[config.mk]
export PLATFORM = sky130hd
export DESIGN_NAME = nes_ctrl_reader
export DESIGN_NICKNAME = d
export VERILOG_FILES = /design/src/rtl/nes_ctrl_reader.sv
export SDC_FILE = /design/constraint.sdc
export NUM_CORES = 1
export LEC_CHECK = 0
export BUFFER_PORTS_ARGS = -buffer_cell sky130_fd_sc_hd__clkbuf_2
export CAP_MARGIN = 25
export CELL_PAD_IN_SITES_DETAIL_PLACEMENT = 0
export CELL_PAD_IN_SITES_GLOBAL_PLACEMENT = 1
export CORE_ASPECT_RATIO = 0.6
export CORE_UTILIZATION = 40
export DETAILED_ROUTE_END_ITERATION = 8
export GPL_TIMING_DRIVEN = 0
export PLACE_DENSITY_LB_ADDON = 0.08
export SLEW_MARGIN = 20
export SYNTH_ARGS = -nofsm -noshare
export SYNTH_HDL_FRONTEND = slang
export SYNTH_SLANG_ARGS = --single-unit
[constraint.sdc]
create_clock -name Clk -period 2.3 [get_ports Clk]
set_clock_uncertainty 0.05 [all_clocks]
set_input_delay 0.345 -clock Clk [delete_from_list [all_inputs] [get_ports Clk]]
set_output_delay 0.345 -clock Clk [all_outputs]
set_load 0.05 [all_outputs]
[src/rtl/nes_ctrl_reader.sv]
// NES pad polling master: latch pulse, shift clock/strobe, MSB-first capture into an active-high byte.
// Optional NES_READER_DEBOUNCE_EN: Buttons update only when two consecutive scans agree.
module nes_ctrl_reader #(
  parameter int LATCH_CYCLES = 600,
  parameter int HALF_CYCLES  = 300,
  parameter int POLL_CYCLES  = 833333
) (
  input  logic       Clk,
  input  logic       Reset_n,
  input  logic       Poll_Req,
  input  logic       Serial_In,
  output logic       Latch,
  output logic       Shift,
  output logic       Shift_Strobe,
  output logic [7:0] Buttons,
  output logic       Valid,
  output logic       Busy
);

  localparam int MAXC = (LATCH_CYCLES > HALF_CYCLES) ? LATCH_CYCLES : HALF_CYCLES;
  localparam int CW   = $clog2(MAXC + 1);
  localparam int PW   = (POLL_CYCLES < 2) ? 1 : $clog2(POLL_CYCLES);
  localparam logic [CW-1:0] LATCH_LOAD = CW'(LATCH_CYCLES - 1);
  localparam logic [CW-1:0] HALF_LOAD  = CW'(HALF_CYCLES - 1);
  localparam logic [PW-1:0] POLL_LAST  = (POLL_CYCLES == 0) ? '0 : PW'(POLL_CYCLES - 1);
  localparam bit            AUTO_POLL  = (POLL_CYCLES != 0);

  typedef enum logic [2:0] {
    S_IDLE, S_LATCH, S_SAMPLE, S_CLK_HI, S_CLK_LO, S_DONE
  } state_t;

  state_t        state_q, state_d;
  logic [CW-1:0] cnt_q, cnt_d;
  logic [PW-1:0] timer_q, timer_d;
  logic [2:0]    idx_q, idx_d;
  logic [7:0]    raw_q, raw_d;
  logic [7:0]    buttons_d;
`ifdef NES_READER_DEBOUNCE_EN
  logic [7:0]    prev_q, prev_d;
`endif

  always_comb begin
    state_d   = state_q;
    cnt_d     = cnt_q;
    timer_d   = '0;
    idx_d     = idx_q;
    raw_d     = raw_q;
    buttons_d = Buttons;
`ifdef NES_READER_DEBOUNCE_EN
    prev_d    = prev_q;
`endif
    case (state_q)
      S_IDLE: begin
        timer_d = timer_q + PW'(1);
        if (Poll_Req || (AUTO_POLL && (timer_q == POLL_LAST))) begin
          timer_d = '0;
          cnt_d   = LATCH_LOAD;
          state_d = S_LATCH;
        end
      end
      S_LATCH: begin
        if (cnt_q == '0) state_d = S_SAMPLE;
        else             cnt_d   = cnt_q - CW'(1);
      end
      S_SAMPLE: begin
        raw_d[3'd7 - idx_q] = Serial_In;
        cnt_d   = HALF_LOAD;
        state_d = S_CLK_HI;
      end
      S_CLK_HI: begin
        if (cnt_q == '0) begin
          cnt_d   = HALF_LOAD;
          state_d = S_CLK_LO;
        end else begin
          cnt_d = cnt_q - CW'(1);
        end
      end
      S_CLK_LO: begin
        if (cnt_q != '0) begin
          cnt_d = cnt_q - CW'(1);
        end else if (idx_q == 3'd7) begin
          // Buttons load on the edge into DONE so they are valid alongside Valid.
          state_d = S_DONE;
`ifdef NES_READER_DEBOUNCE_EN
          if (raw_q == prev_q) buttons_d = ~raw_q;
          prev_d = raw_q;
`else
          buttons_d = ~raw_q;
`endif
        end else begin
          idx_d   = idx_q + 3'd1;
          state_d = S_SAMPLE;
        end
      end
      S_DONE: begin
        idx_d   = '0;
        state_d = S_IDLE;
      end
      default: state_d = S_IDLE;
    endcase
  end

  always_ff @(posedge Clk or negedge Reset_n) begin
    if (!Reset_n) begin
      state_q      <= S_IDLE;
      cnt_q        <= '0;
      timer_q      <= '0;
      idx_q        <= '0;
      raw_q        <= 8'hFF;
      Buttons      <= 8'h00;
      Latch        <= 1'b0;
      Shift        <= 1'b0;
      Shift_Strobe <= 1'b0;
      Valid        <= 1'b0;
      Busy         <= 1'b0;
    end else begin
      state_q      <= state_d;
      cnt_q        <= cnt_d;
      timer_q      <= timer_d;
      idx_q        <= idx_d;
      raw_q        <= raw_d;
      Buttons      <= buttons_d;
      Latch        <= (state_d == S_LATCH);
      Shift        <= (state_d == S_CLK_HI);
      Shift_Strobe <= (state_d == S_CLK_HI) && (state_q != S_CLK_HI);
      Valid        <= (state_d == S_DONE);
      Busy         <= (state_d != S_IDLE);
    end
  end

`ifdef NES_READER_DEBOUNCE_EN
  always_ff @(posedge Clk or negedge Reset_n) begin
    if (!Reset_n) prev_q <= 8'hFF;
    else          prev_q <= prev_d;
  end
`endif

endmodule

==> results of run 1 <==
-- layout make-up --
type	count	area, sq um	area share (%)
Clock buffer	13	250	7.53
Multi-Input combinational cell	192	1330	40.1
Buffer	7	28.8	0.866
Inverter	6	22.5	0.678
Sequential cell	57	1440	43.2
Clock inverter	3	17.5	0.527
Tap cell	87	109	3.28
Timing Repair Buffer	19	128	3.84
-- synthesized netlist by cell type (4+ instances only) --
master | n | area, sq um
mux2_2 | 8 | 90.1
nor3_1 | 5 | 25.0
nand2_1 | 23 | 86.3
xor2_1 | 10 | 87.6
nor2_1 | 33 | 124
dfstp_2 | 8 | 210
xnor2_1 | 9 | 78.8
and3_1 | 6 | 37.5
a21oi_1 | 5 | 25.0
and4_1 | 4 | 35.0
inv_1 | 6 | 22.5
dfrtp_1 | 49 | 1230
nor2b_1 | 5 | 31.3
nand3_1 | 16 | 80.1
o21ai_0 | 11 | 55.1
ha_1 | 6 | 75.1
clkbuf_1 | 6 | 22.5
-- metrics by stage --
step	power (mW)	hold WS [ns]
finish	2.25	0.338
CTS	2.29	0.331
detailed placement	1.08	0.185
global placement	1.07	0.415
floorplan	1.04	-0.000591
global route	2.34	0.353
-- layer usage --
layer	routed length, microns	up-vias	GRT usage (%)
li1	-	997	-
met1	3090	929	25.9
met2	2270	30	24.1
met5	0	-	0
met4	87	0	7.00
met3	282	8	7.73
-- sequential cells by signal, indices dropped and copies added, names as in the netlist --
name          count
state_q           3
idx_q             3
timer_q          20
raw_q             8
Buttons           8
cnt_q            10
Latch             1
Shift             1
Shift_Strobe      1
Busy              1
Valid             1
-- cells by family (layout without fill, tap and decap cells) --
kind of cell    after synthesis  in the layout
simple gates                120            120
flops                        57             57
compound gates               36             36
xor+xnor                     19             19
buf+inv                      14             48
mux                          11             11
fa+ha+maj                     6              6
-- power groups by stage --
stage | Clock (mW) | Combinational [mW] | Sequential [mW]
4_1_cts | 1.23 | 0.0434 | 1.02
3_5_place_dp | 0 | 0.0421 | 1.04
2_1_floorplan | 0 | 0.00853 | 1.04
6_report | 1.19 | 0.0408 | 1.02
5_1_grt | 1.27 | 0.0470 | 1.02
3_3_place_gp | 0 | 0.0354 | 1.04
-- worst max path at each step --
stage	endpoint	startpoint
after CTS	cnt_q[1]	cnt_q[0]
after global placement	Buttons[6]	cnt_q[0]
final	cnt_q[1]	cnt_q[1]
after global routing	cnt_q[7]	cnt_q[1]
after floorplan	cnt_q[1]	cnt_q[0]
after detailed placement	Buttons[1]	cnt_q[0]
-- what timing repair did --
action / CTS / global route
endpoints found under the hold margin: 11 / 0
buffers inserted: 0 / 1
hold buffers: 1 / 0
resized for setup: 4 / 6
setup endpoints to repair: 13 / 16
pin swaps: 0 / 1
-- tightest hold or removal path, cell delays in order --
cell,delay [ns]
clkbuf_2,0.08
a21oi_2,0.07
and3_1,0.17
==> flow_results.org, run 1 <==
** Outcome
- The flow ran to the end, and the final reports show no timing, DRC or antenna violations.

** Timing
- Post-Route Setup TNS :: 0 ns
- RSZ-0062 raised after global routing :: yes
- Number of max-slew violations in the final report :: 0
- The final critical path takes up 96.2% of the cycle.
- For the finished layout, the period the worst path requires is 2.21 ns.
- Crit path setup slack, layout :: 0.0877 ns
- At the pin with the least slew margin, the transition time is 0.558 ns.
- Timing-limited maximum frequency :: 452 MHz
- Worst rel slew slack :: 62.5%
- Setup violators final :: 0
- Hold violation total from the final report :: 0

** Worst hold path
- The min-delay analysis places its worst path in the category input pin to flop.
- Hold path depth :: 3
- Startpoint of the worst hold path :: Poll_Req
- For hold timing, the worst endpoint is timer_q[1].

** Routing
- The detailed router finished its first iteration with 79 violations.
- Residual DRC count :: 0
- Post-detailed-routing wire length :: 5.72 mm
- Using the TritonRoute via totals, the vias-per-cell ratio works out to 5.11.
- Count of TritonRoute iterations in the first routing pass :: 4
- In the final routed layout, each cell accounts on average for 14.9 microns.
- Total number of vias :: 1,964
- In this run the remaining antenna-violating nets after routing total 0.

** Placement
- Counting tap cells, the placed design contains a total of 367 instances.
- Last weighted congestion value of the routability-driven placer :: 0.802
- Port buffering added 16 buffers.
- The wire-length estimate of the detail-placed layout is 4.01 mm.
- At the placement stage, the worst setup path has a slack of -0.232 ns.
- Placed standard-cell area :: 2990 sq um

** Clock tree
- Number of sinks driven by the clock tree :: 57
- TritonCTS created 9 clock buffers.
- Clock-pin slew was measured on the worst setup and hold paths at 0.05 ns.
- Counting along the longest clock path gives a buffer depth of 2.
- TritonCTS clock tree :: yes
- Clock latency at the later pin of the worst-skew pair :: 0.33 ns
- Number of levels the H-tree was split into :: 3
- The tree is rooted in a clkbuf_16.

** Power and ir drop
- In this run the power density over the cells is 678 nW/um^2.
- Combinational cells account for 1.8% of the total power.
- Cell internal power was estimated by the tool at 1.78 mW.
- Share of total power in the clock network :: 52.9%
- Sw Ratio :: 20.8%
- The analysis attributes to net switching a power of 0.468 mW.
- The worst-case IR drop observed on VDD is 572 uV.
- For this design the static power due to leakage is 1.35 nW.
- Share of total power in sequential cells :: 45.3%

** Synth
- Gate count of the mapped netlist :: 263
- Simple-gate share of the synthesized area :: 23.2%
- Post-synth EDFFs :: 0
- Main flop type after synthesis :: dfrtp_1
- Fraction of synthesized cell area in xor and xnor cells :: 6.01%
- Post-synthesis instance area :: 2770 sq um
- The netlist uses 52 different library cells.
- In the synthesized netlist the async set-or-reset flop fraction comes to 100%.
- The average instance in the mapped netlist occupies 10.5 sq um.
- Multiplexer area fraction after synthesis :: 4.52%
- The Yosys step of the flow raised 0 warnings.
- Complex-gate fraction of the synthesized area :: 9.71%
- Portion of the post-synthesis area used by sequential elements :: 51.9%
- The number of nets handed over by synthesis was 273.
- Counting flops and latches in the post-synthesis netlist gives 57.
- Of the total synthesized cell area, the portion taken by full adders, half adders and majority gates is 2.71%.
- By area, the combinational part of the netlist is dominated by simple AND/OR/NAND/NOR gates.

** Setup path
- STA puts the critical path data arrival time at 2.37 ns.
- Maximum net fanout on the critical path :: 4
- Setup crit start kind :: flop
- Counting cells, the worst reg-to-reg path comes to 6.
- Type of the worst setup path :: flop to flop
- In this run the number of cells on the critical path is 6.
- Critical Path Sink Type :: flop
- The endpoint identified for the worst register-to-register timing path is cnt_q[1].
- The largest single stage delay on the critical path is 0.52 ns.
- In this run the critical register-to-register path is launched from cnt_q[1].
- At the worst endpoint, the required time is 2.46 ns.
- The number of buffers and inverters on the critical path is 1.
- Series of cell instances along the critical path :: inv_1 > ha_1 > or4b_4 > o32ai_4 > o311a_4 > mux2_4
- In this design, the largest share of critical-path delay is due to compound AO/OA/AOI/OAI gates.
- Register-to-register setup slack :: 0.09 ns
- The slowest stage of the critical path is the or4b_4 cell.

** Floorplanning
- Die extent in y :: 66.5 microns
- Initial Utilization :: 41.5%
- Overall die width :: 109 microns
- Num ports :: 17
- Row Count :: 23
- DIE AREA :: 7270 sq um
- The region available for standard cell placement spans 6680 sq um.

** Cells and area
- Finished Cell Area :: 3320 sq um
- Fill cells in the final layout number 622.
- In the final design database the tool counted 302 nets.
- Number of standard cells in the layout, taps in and fillers out :: 384
- Proportion of layout cells with a drive suffix above 1 :: 21.9%
- The area growth from synthesis to layout is 20.0%.
- Final standard cell utilization of the core :: 49.8%
- In the layout the commonest cells are dfrtp_1 (49), nor2_1 (32), nand2_1 (23).
- Most common library cell in the layout ignoring fill and taps :: dfrtp_1
- Number of antenna repair diodes :: 0

** Global routing
- For this run, the total global-route usage over all layers was measured as 18.3%.
- The first global-routing pass estimated 9.54 mm of wire.
- The via count of the first global-routing pass is 1,928.
- Antenna violations before repair :: 0
- For this run the aggregate overflow at the end of global routing stands at 0.
- Entering global routing, the biggest net connects 47 pins.

** Flow run
- Number of maximum-capacitance constraint violations :: 0
Note: power is estimated with default switching activity, not from simulation.
==> run 2: changes to the inputs <==
--- a/config.mk
+++ b/config.mk
@@ -10,7 +10,7 @@
 export CELL_PAD_IN_SITES_DETAIL_PLACEMENT = 0
 export CELL_PAD_IN_SITES_GLOBAL_PLACEMENT = 1
 export CORE_ASPECT_RATIO = 0.6
-export CORE_UTILIZATION = 40
+export CORE_UTILIZATION = 41
 export DETAILED_ROUTE_END_ITERATION = 8
 export GPL_TIMING_DRIVEN = 0
 export PLACE_DENSITY_LB_ADDON = 0.08
==> constraint.sdc (replaced) <==
create_clock -name Clk -period 2.6 [get_ports Clk]
set_clock_uncertainty 0.05 [all_clocks]
set_input_delay 0.39 -clock Clk [delete_from_list [all_inputs] [get_ports Clk]]
set_output_delay 0.39 -clock Clk [all_outputs]
set_load 0.05 [all_outputs]
==> run 2 against run 1 <==
Register-to-register slack improved by 0.14 ns. Via count increased by 0.31%. Global-route usage increased by 0.70 points. Non-clock buffer count unchanged. Worst setup slack improved by 0.14 ns. Combinational power decreased by 14%. Cell count decreased by 0.78%. Worst hold slack improved by 0.039 ns. Clock power decreased by 29%.
==> flow_results.org, run 2 (synthesized netlist as in run 1, its figures left out) <==
** Power and ir drop
- IR analysis of the VDD net gives a maximum drop of 295 uV.
- Power spread over the standard cell area amounts to 554 nW/um^2.
- In this run the static leakage power is 1.32 nW.

** Routing
- Post-detailed-routing wire length :: 5.76 mm
- Dividing the detail-routed via count by the number of cells gives 5.17.
- The first routing iteration left 74 violations.
- Residual DRC count :: 0
- DR top layer :: met4
- Met1 routed wirelength after detailed routing :: 3.25 mm
- Met2 Routed Length :: 2.20 mm
- Dividing the detail-routed wire length by the instance count gives 15.1 microns.
- Met3 routed WL :: 254 microns
- Total number of vias :: 1,970
- The first detailed-routing pass took 4 iterations.
- Post-route antenna net violation count :: 0

** Setup path
- At the worst endpoint, the required time is 2.78 ns.
- The number of buffers and inverters on the critical path is 1.
- Crit path largest cell delay :: 0.49 ns
- Data on the critical path arrives at its endpoint at 2.55 ns.
- Maximum net fanout on the critical path :: 4
- By startpoint and endpoint, the worst setup path is classified as flop to flop.
- The worst setup path is captured at a flop.
- Broken down by cell family, the worst path's largest delay share belongs to compound AO/OA/AOI/OAI gates.
- Path depth of the worst reg2reg path :: 6
- Setup crit start kind :: flop
- Critical Path Slowest Stage Cell :: or4b_4
- Series of cell instances along the critical path :: inv_1 > ha_1 > or4b_4 > o32ai_2 > o311a_4 > mux2_4
- In this run the number of cells on the critical path is 6.

** Timing
- Hold violation total from the final report :: 0
- Adding up every negative setup slack in the final design gives 0 ns.
- Setup violators final :: 0
- For the finished layout, the period the worst path requires is 2.37 ns.
- Crit path setup slack, layout :: 0.226 ns
- The final critical path takes up 91.3% of the cycle.
- For the pin with the worst max-slew slack, the measured transition is 0.521 ns.
- Worst rel slew slack :: 65.0%
- Timing-limited maximum frequency :: 421 MHz
- The final number of max-transition violations is 0.
- Setup repair after global routing left no endpoint under its margin.

** Global routing
- Number of global-route vias before repair :: 1,899
- Entering global routing, the biggest net connects 37 pins.
- For this run the aggregate overflow at the end of global routing stands at 0.
- In the global route stage, overall resource usage came out at 19.0%.
- Antenna violations before repair :: 0
- First-pass GRT wire length :: 9.83 mm

** Floorplanning
- Die extent in y :: 65.7 microns
- Area of the placeable core :: 6300 sq um
- Pin placement for this block handled 17 I/O pins.
- After floorplanning, the core was divided into 22 placement rows.
- The initial utilization of the core area, before any placement, comes to 43.9%.
- Overall die width :: 108 microns
- The die covers 7100 sq um.

** Cells and area
- The library cell used most frequently in the layout, excluding fill and tap cells, is dfrtp_1.
- Relative to the synthesized area, the layout overhead comes to 15.6%.
- Proportion of layout cells with a drive suffix above 1 :: 20.9%
- NumNets Final :: 302
- Top reg by flops :: timer_q
- After filler insertion, the fill cell instance count of the layout stands at 586.
- Max FFs per register :: 20
- In the layout the commonest cells are dfrtp_1 (49), nor2_1 (33), nand2_1 (23).
- Largest registers :: timer_q x20, cnt_q x10
- Number of antenna repair diodes :: 0
- Finished Cell Area :: 3200 sq um
- The finished layout holds 381 standard cells, fillers aside.
- Final standard cell utilization of the core :: 50.8%

** Outcome
- The flow ran to the end, and the final reports show no timing, DRC or antenna violations.

** Clock tree
- After clock tree synthesis, the clock-pin slew on the worst setup and hold paths is 0.07 ns.
- TritonCTS built the clock tree.
- Number of levels the H-tree was split into :: 3
- Clock tree synthesis inserted a total of 9 buffers.
- For the worst-skew pair, the clock arrives at the later sink with an insertion delay of 0.34 ns.
- In this run the deepest clock path goes through 2 buffers.
- CTS saw 57 sinks.
- In this run the clock root is driven by a clkbuf_8.

** Placement
- Detailed placement ended at an HPWL of 4.12 mm.
- Summing all placed instances gives a cell area of 2980 sq um.
- Port Buf Inserts :: 16
- Before CTS, the worst setup slack after placement is 0.0325 ns.
- In this run, placement finished with an instance count of 364.
- Last weighted congestion value of the routability-driven placer :: 0.771

** Worst hold path
- Worst hold path type :: input pin to flop
- Counting instances, the worst hold path has a depth of 3.

** Flow run
- The tool flagged a number of max-cap violations equal to 0.
-- run 2: worst reg2reg max path: cells and delay by family (launching register included) --
family / cells / cell delay (ns)
AOI/OAI and AO/OA: 2 / 0.73
adders and majority gates: 1 / 0.19
buffers and inverters: 1 / 0.11
DFF: 1 / 0.39
muxes: 1 / 0.29
and+or+nand+nor: 1 / 0.49
-- run 2: per-stage QoR --
stage,total power [mW],hold slack (ns)
after floorplan,0.924,0.0444
after global placement,0.948,0.415
after detailed placement,0.953,0.291
after CTS,1.80,0.363
after global routing,1.85,0.389
final,1.78,0.376
-- run 2: path summary, 6_finish.rpt --
kind                                  from           to  slack, ns
worst max-delay path              cnt_q[0]     cnt_q[1]       0.23
worst min-delay path              Poll_Req   timer_q[1]       0.38
worst max register to register    cnt_q[0]     cnt_q[1]       0.23
worst min register to register  Buttons[7]   Buttons[7]       0.42
max in group asynchronous          Reset_n     raw_q[7]       1.47
min in group asynchronous          Reset_n  timer_q[10]       0.46
-- run 2: cell type report --
class | count | area [sq um] | area share (%)
Sequential cell | 57 | 1440 | 44.9
Multi-Input combinational cell | 192 | 1290 | 40.4
Clock buffer | 13 | 159 | 4.96
Timing Repair Buffer | 18 | 113 | 3.52
Tap cell | 84 | 105 | 3.28
Clock inverter | 3 | 40.0 | 1.25
Buffer | 8 | 32.5 | 1.02
Inverter | 6 | 22.5 | 0.703
-- run 2: routing by layer --
layer	track usage (%)	vias up
li1	-	990
met1	28.6	935
met2	24.5	38
met3	6.85	7
met4	5.65	0
met5	0	-
-- run 2: report_power, final --
part	leakage (nW)	internal, mW	switching (mW)	total, mW
combinational	0.484	0.0113	0.0236	0.0349
clock	0.103	0.492	0.347	0.840
sequential	0.729	0.898	0.00264	0.901
-- run 2: repair_timing --
item / in CTS / in global routing
setup buffers: 0 / 0
hold buffers: 1 / 0
endpoints found under the hold margin: 21 / 0
setup endpoints to repair: 0 / 10
resized for setup: 0 / 3
==> run 3: changes to the inputs <==
--- a/config.mk
+++ b/config.mk
@@ -5,12 +5,14 @@
 export SDC_FILE = /design/constraint.sdc
 export NUM_CORES = 1
 export LEC_CHECK = 0
+export ABC_AREA = 1
 export BUFFER_PORTS_ARGS = -buffer_cell sky130_fd_sc_hd__clkbuf_2
 export CAP_MARGIN = 25
 export CELL_PAD_IN_SITES_DETAIL_PLACEMENT = 0
 export CELL_PAD_IN_SITES_GLOBAL_PLACEMENT = 1
 export CORE_ASPECT_RATIO = 0.6
-export CORE_UTILIZATION = 41
+export CORE_MARGIN = 1.5
+export CORE_UTILIZATION = 49
 export DETAILED_ROUTE_END_ITERATION = 8
 export GPL_TIMING_DRIVEN = 0
 export PLACE_DENSITY_LB_ADDON = 0.08
==> run 3 against run 2 <==
Final area up 8.7%. Largest power group unchanged. Worst hold slack worse by 0.080 ns. Critical endpoint is now idx_q[0]. Area after synthesis up 11%. Maximum frequency up 25%. Global-route usage up 2.9 points. Core utilization up 6.4 points. Largest cell class unchanged. Die area down 4.3%. Worst setup slack better by 0.47 ns. Critical path depth up 3. Non-clock buffer count down 4. Sequential power down 2%. Synthesized cell count up 48%.
==> flow_results.org, run 3 <==
** Outcome
- Result of the run :: complete, no violations

** Synth
- Syn. warnings :: 0
- Synthesis produced a netlist with a net count of 398.
- In the synthesized netlist the async set-or-reset flop fraction comes to 100%.
- Dominant cell type by area after synthesis :: dfrtp_1
- The synthesized netlist occupies a cell area of 3080 sq um.
- Synthesis produced a netlist whose cell count is 388.
- The synthesized design contains 0 enable-type register cells.
- Most common cell in the netlist :: nand2_1
- Portion of the post-synthesis area used by sequential elements :: 46.6%
- In the synthesized netlist, the cells that appear most often are nand2_1 (89), nor2_1 (54), dfrtp_1 (49), inv_1 (47), nand3_1 (26).
- After synthesis, the largest area contributor takes up 39.8% of total cell area.
- Among all flip-flop cells after synthesis, the most frequent one is dfrtp_1.
- Distinct cell type count of the synthesized netlist :: 31
- Post-synthesis register bit count :: 57
- Synth area leaders :: dfrtp_1 (40%), nand2_1 (11%), dfstp_2 (6.8%)
- Each instance of the synthesized netlist takes up on average 7.95 sq um.

** Routing
- Drt wl/cell :: 13.1 microns
- Post-detailed-routing wire length :: 6.62 mm
- Count of TritonRoute iterations in the first routing pass :: 5
- Dividing the detail-routed via count by the number of cells gives 4.96.
- Initial DRC count :: 107
- In this run the remaining antenna-violating nets after routing total 0.
- The routed layout has 2,512 vias.
- Residual DRC count :: 0

** Global routing
- Largest net degree at the start of global routing :: 34
- In the global route stage, overall resource usage came out at 21.8%.
- The via count of the first global-routing pass came to 2,261.
- The number of antenna violations at the first check in global routing came to 0.
- First-pass GRT wire length :: 11.2 mm
- Aggregate global routing overflow :: 0

** Worst hold path
- The worst hold path belongs to the class input pin to flop.
- Startpoint of the worst hold path :: Poll_Req

** Timing
- RSZ-0062 raised after global routing :: no
- Setup slack closes at 0.697 ns.
- The final-report hold violation count came to 0.
- Setup violations remaining at the end of the flow were counted as 0.
- Transition time at the pin with the least slew margin :: 0.508 ns
- The final number of max-transition violations came to 0.
- Shortest period the worst path allows :: 1.90 ns
- Static timing analysis puts the maximum clock frequency at 525 MHz.
- The worst path uses 73.2% of the clock period.
- After routing, the total negative slack on setup checks comes to 0 ns.
- The worst pin sits at a relative slew slack of 65.9%.

** Cells and area
- After filler insertion, the fill cell instance count of the layout stands at 575.
- Most frequent cells in the layout :: nand2_1 (89), nor2_1 (54), dfrtp_1 (49)
- The final layout contains 427 nets.
- Number of antenna repair diodes :: 0
- Area used by sequential logic in the layout :: 1440 sq um
- Most common library cell in the layout ignoring fill and taps :: nand2_1
- The register with the most flip-flops in the final layout is timer_q.
- The post-route netlist has 19.0% of its cells at a drive strength greater than 1.
- The register with the most flip-flops in the layout has 20 of them.
- Multi-input logic area :: 1420 sq um
- Signed area change from the synthesized netlist to the final layout :: 12.9%
- Largest registers :: timer_q x20, cnt_q x10
- Number of standard cells in the layout, taps in and fillers out :: 506

** Clock tree
- For the worst-skew pair, the clock arrives at the later sink with an insertion delay of 0.33 ns.
- TritonCTS created 9 clock buffers.
- Clock transition at the registers of the reported paths :: 0.07 ns
- The clock passes through at most 2 buffers.
- TritonCTS clock tree :: yes
- The tree built by TritonCTS fans out to 57 sinks.
- Post-cts gate resize count :: 0
- Clock tree root buffer cell :: clkbuf_8
- The H-tree was split into 3 levels.

** Placement
- Hpwl dp :: 4.92 mm
- The congestion estimate from routability-driven global placement came to 0.825.
- The number of placed instances, taps included, is 489.
- Pre-CTS worst setup slack :: 0.696 ns
- The count of buffers added on input and output ports is 16.

** Power and ir drop
- Summed over all cells, the static leakage comes to 1.63 nW.
- Dividing total power by cell area gives a power density of 481 nW/um^2.
- IR analysis of the VDD net gives a maximum drop of 250 uV.

** Floorplanning
- Overall die width :: 105 microns
- Row Count :: 22
- The die is 64.4 microns tall.
- Initial Utilization :: 50.7%
- DIE AREA :: 6790 sq um
- Num ports :: 17
- Area of the placeable core :: 6080 sq um

** Setup path
- Critical Path Sink Type :: flop
- Together, buffers and inverters on the worst path number 2.
- Worst reg2reg path startpoint :: cnt_q[0]
- Of all nets on the critical path, the largest fanout is 7.
- On the critical path the largest part of the delay comes from simple AND/OR/NAND/NOR gates.
- Data on the critical path arrives at its endpoint at 2.06 ns.
- The critical path starts at cnt_q[0].
- The critical path goes through inv_1 > ha_1 > nand2_1 > nor2_1 > nand3_1 > nor2_1 > inv_1 > o21ai_0 > a21oi_1.
- Crit path largest cell delay :: 0.39 ns
- Required arrival time at the worst endpoint :: 2.76 ns
- Critical Path Slowest Stage Cell :: dfrtp_1
- The worst register-to-register path has a setup slack of 0.70 ns.
- Type of the worst setup path :: flop to flop
- Setup crit start kind :: flop

** Flow run
- Number of maximum-capacitance constraint violations :: 0
[run 3: cell count changes in the layout (fill, tap and decap cells not counted), moves of 7 or more]
cell and change:
a21oi_1 +8, clkbuf_1 -8, inv_1 +41, mux2_2 -8, nand2_1 +66, nand2_2 +7
nand3_1 +11, nor2_1 +21, o21ai_1 +10
[run 3: where the power goes]
part	internal, mW	switching, mW	total (mW)
clock network	0.373	0.387	0.760
registers	0.887	0	0.887
logic	0.00652	0.0210	0.0275
total	1.27	0.408	1.67
[run 3: routing by layer]
layer  share of wire, %  track usage [%]  up-vias
li1                   -                -     1309
met1                 57             34.4     1150
met2                 36             27.0       51
met3                6.6             8.45        2
met4               0.15             5.14        0
met5                  0                0        -
[run 3: timing repair]
| action | 4_1_cts | 5_1_grt |
|---|---|---|
| hold endpoints to repair | 21 | 0 |
| hold buffers | 1 | 0 |
| setup buffers | 0 | 0 |
[run 3: cells by family (layout without fill, tap and decap cells)]
logic type / after synthesis / count (layout) / synth area share, %
buffers and inverters: 55 / 89 / 7.26
xor gates and xnor gates: 13 / 13 / 3.69
DFF: 57 / 57 / 46.6
and+or+nand+nor: 209 / 209 / 31.0
adders and majority gates: 6 / 6 / 2.44
AOI/OAI and AO/OA: 48 / 48 / 9.01
[run 3: final cells by class]
class,count,share of cell area (%)
Clock inverter,6,1.22
Multi-Input combinational cell,276,40.9
Timing Repair Buffer,18,3.24
Clock buffer,10,3.95
Buffer,4,0.863
Tap cell,84,3.02
Sequential cell,57,41.3
Inverter,51,5.57
[run 3: metrics by stage]
stage	utilization [%]	cell area, sq um	hold WS, ns	power, mW
finish	57.2	3480	0.297	1.67
global route	57.2	3480	0.317	1.75
CTS	57.2	3480	0.284	1.70
detailed placement	54.1	3290	0.305	0.932
global placement	53.7	3270	0.410	0.927
floorplan	-	3080	0.0444	0.906
[run 3: worst register-to-register path, cell delays in order (launching register included)]
cell	delay [ns]
dfrtp_1	0.39
inv_1	0.21
ha_1	0.24
nand2_1	0.07
nor2_1	0.16
nand3_1	0.15
nor2_1	0.18
inv_1	0.10
o21ai_0	0.18
a21oi_1	0.06
[run 3: path summary, 6_finish.rpt]
kind | end | cells after the start
max in group asynchronous | raw_q[6] | 3
min in group asynchronous | Buttons[4] | 2
worst max-delay path | idx_q[0] | 9
worst max register to register | idx_q[0] | 9
worst min-delay path | timer_q[18] | 4
worst min register to register | raw_q[3] | 2
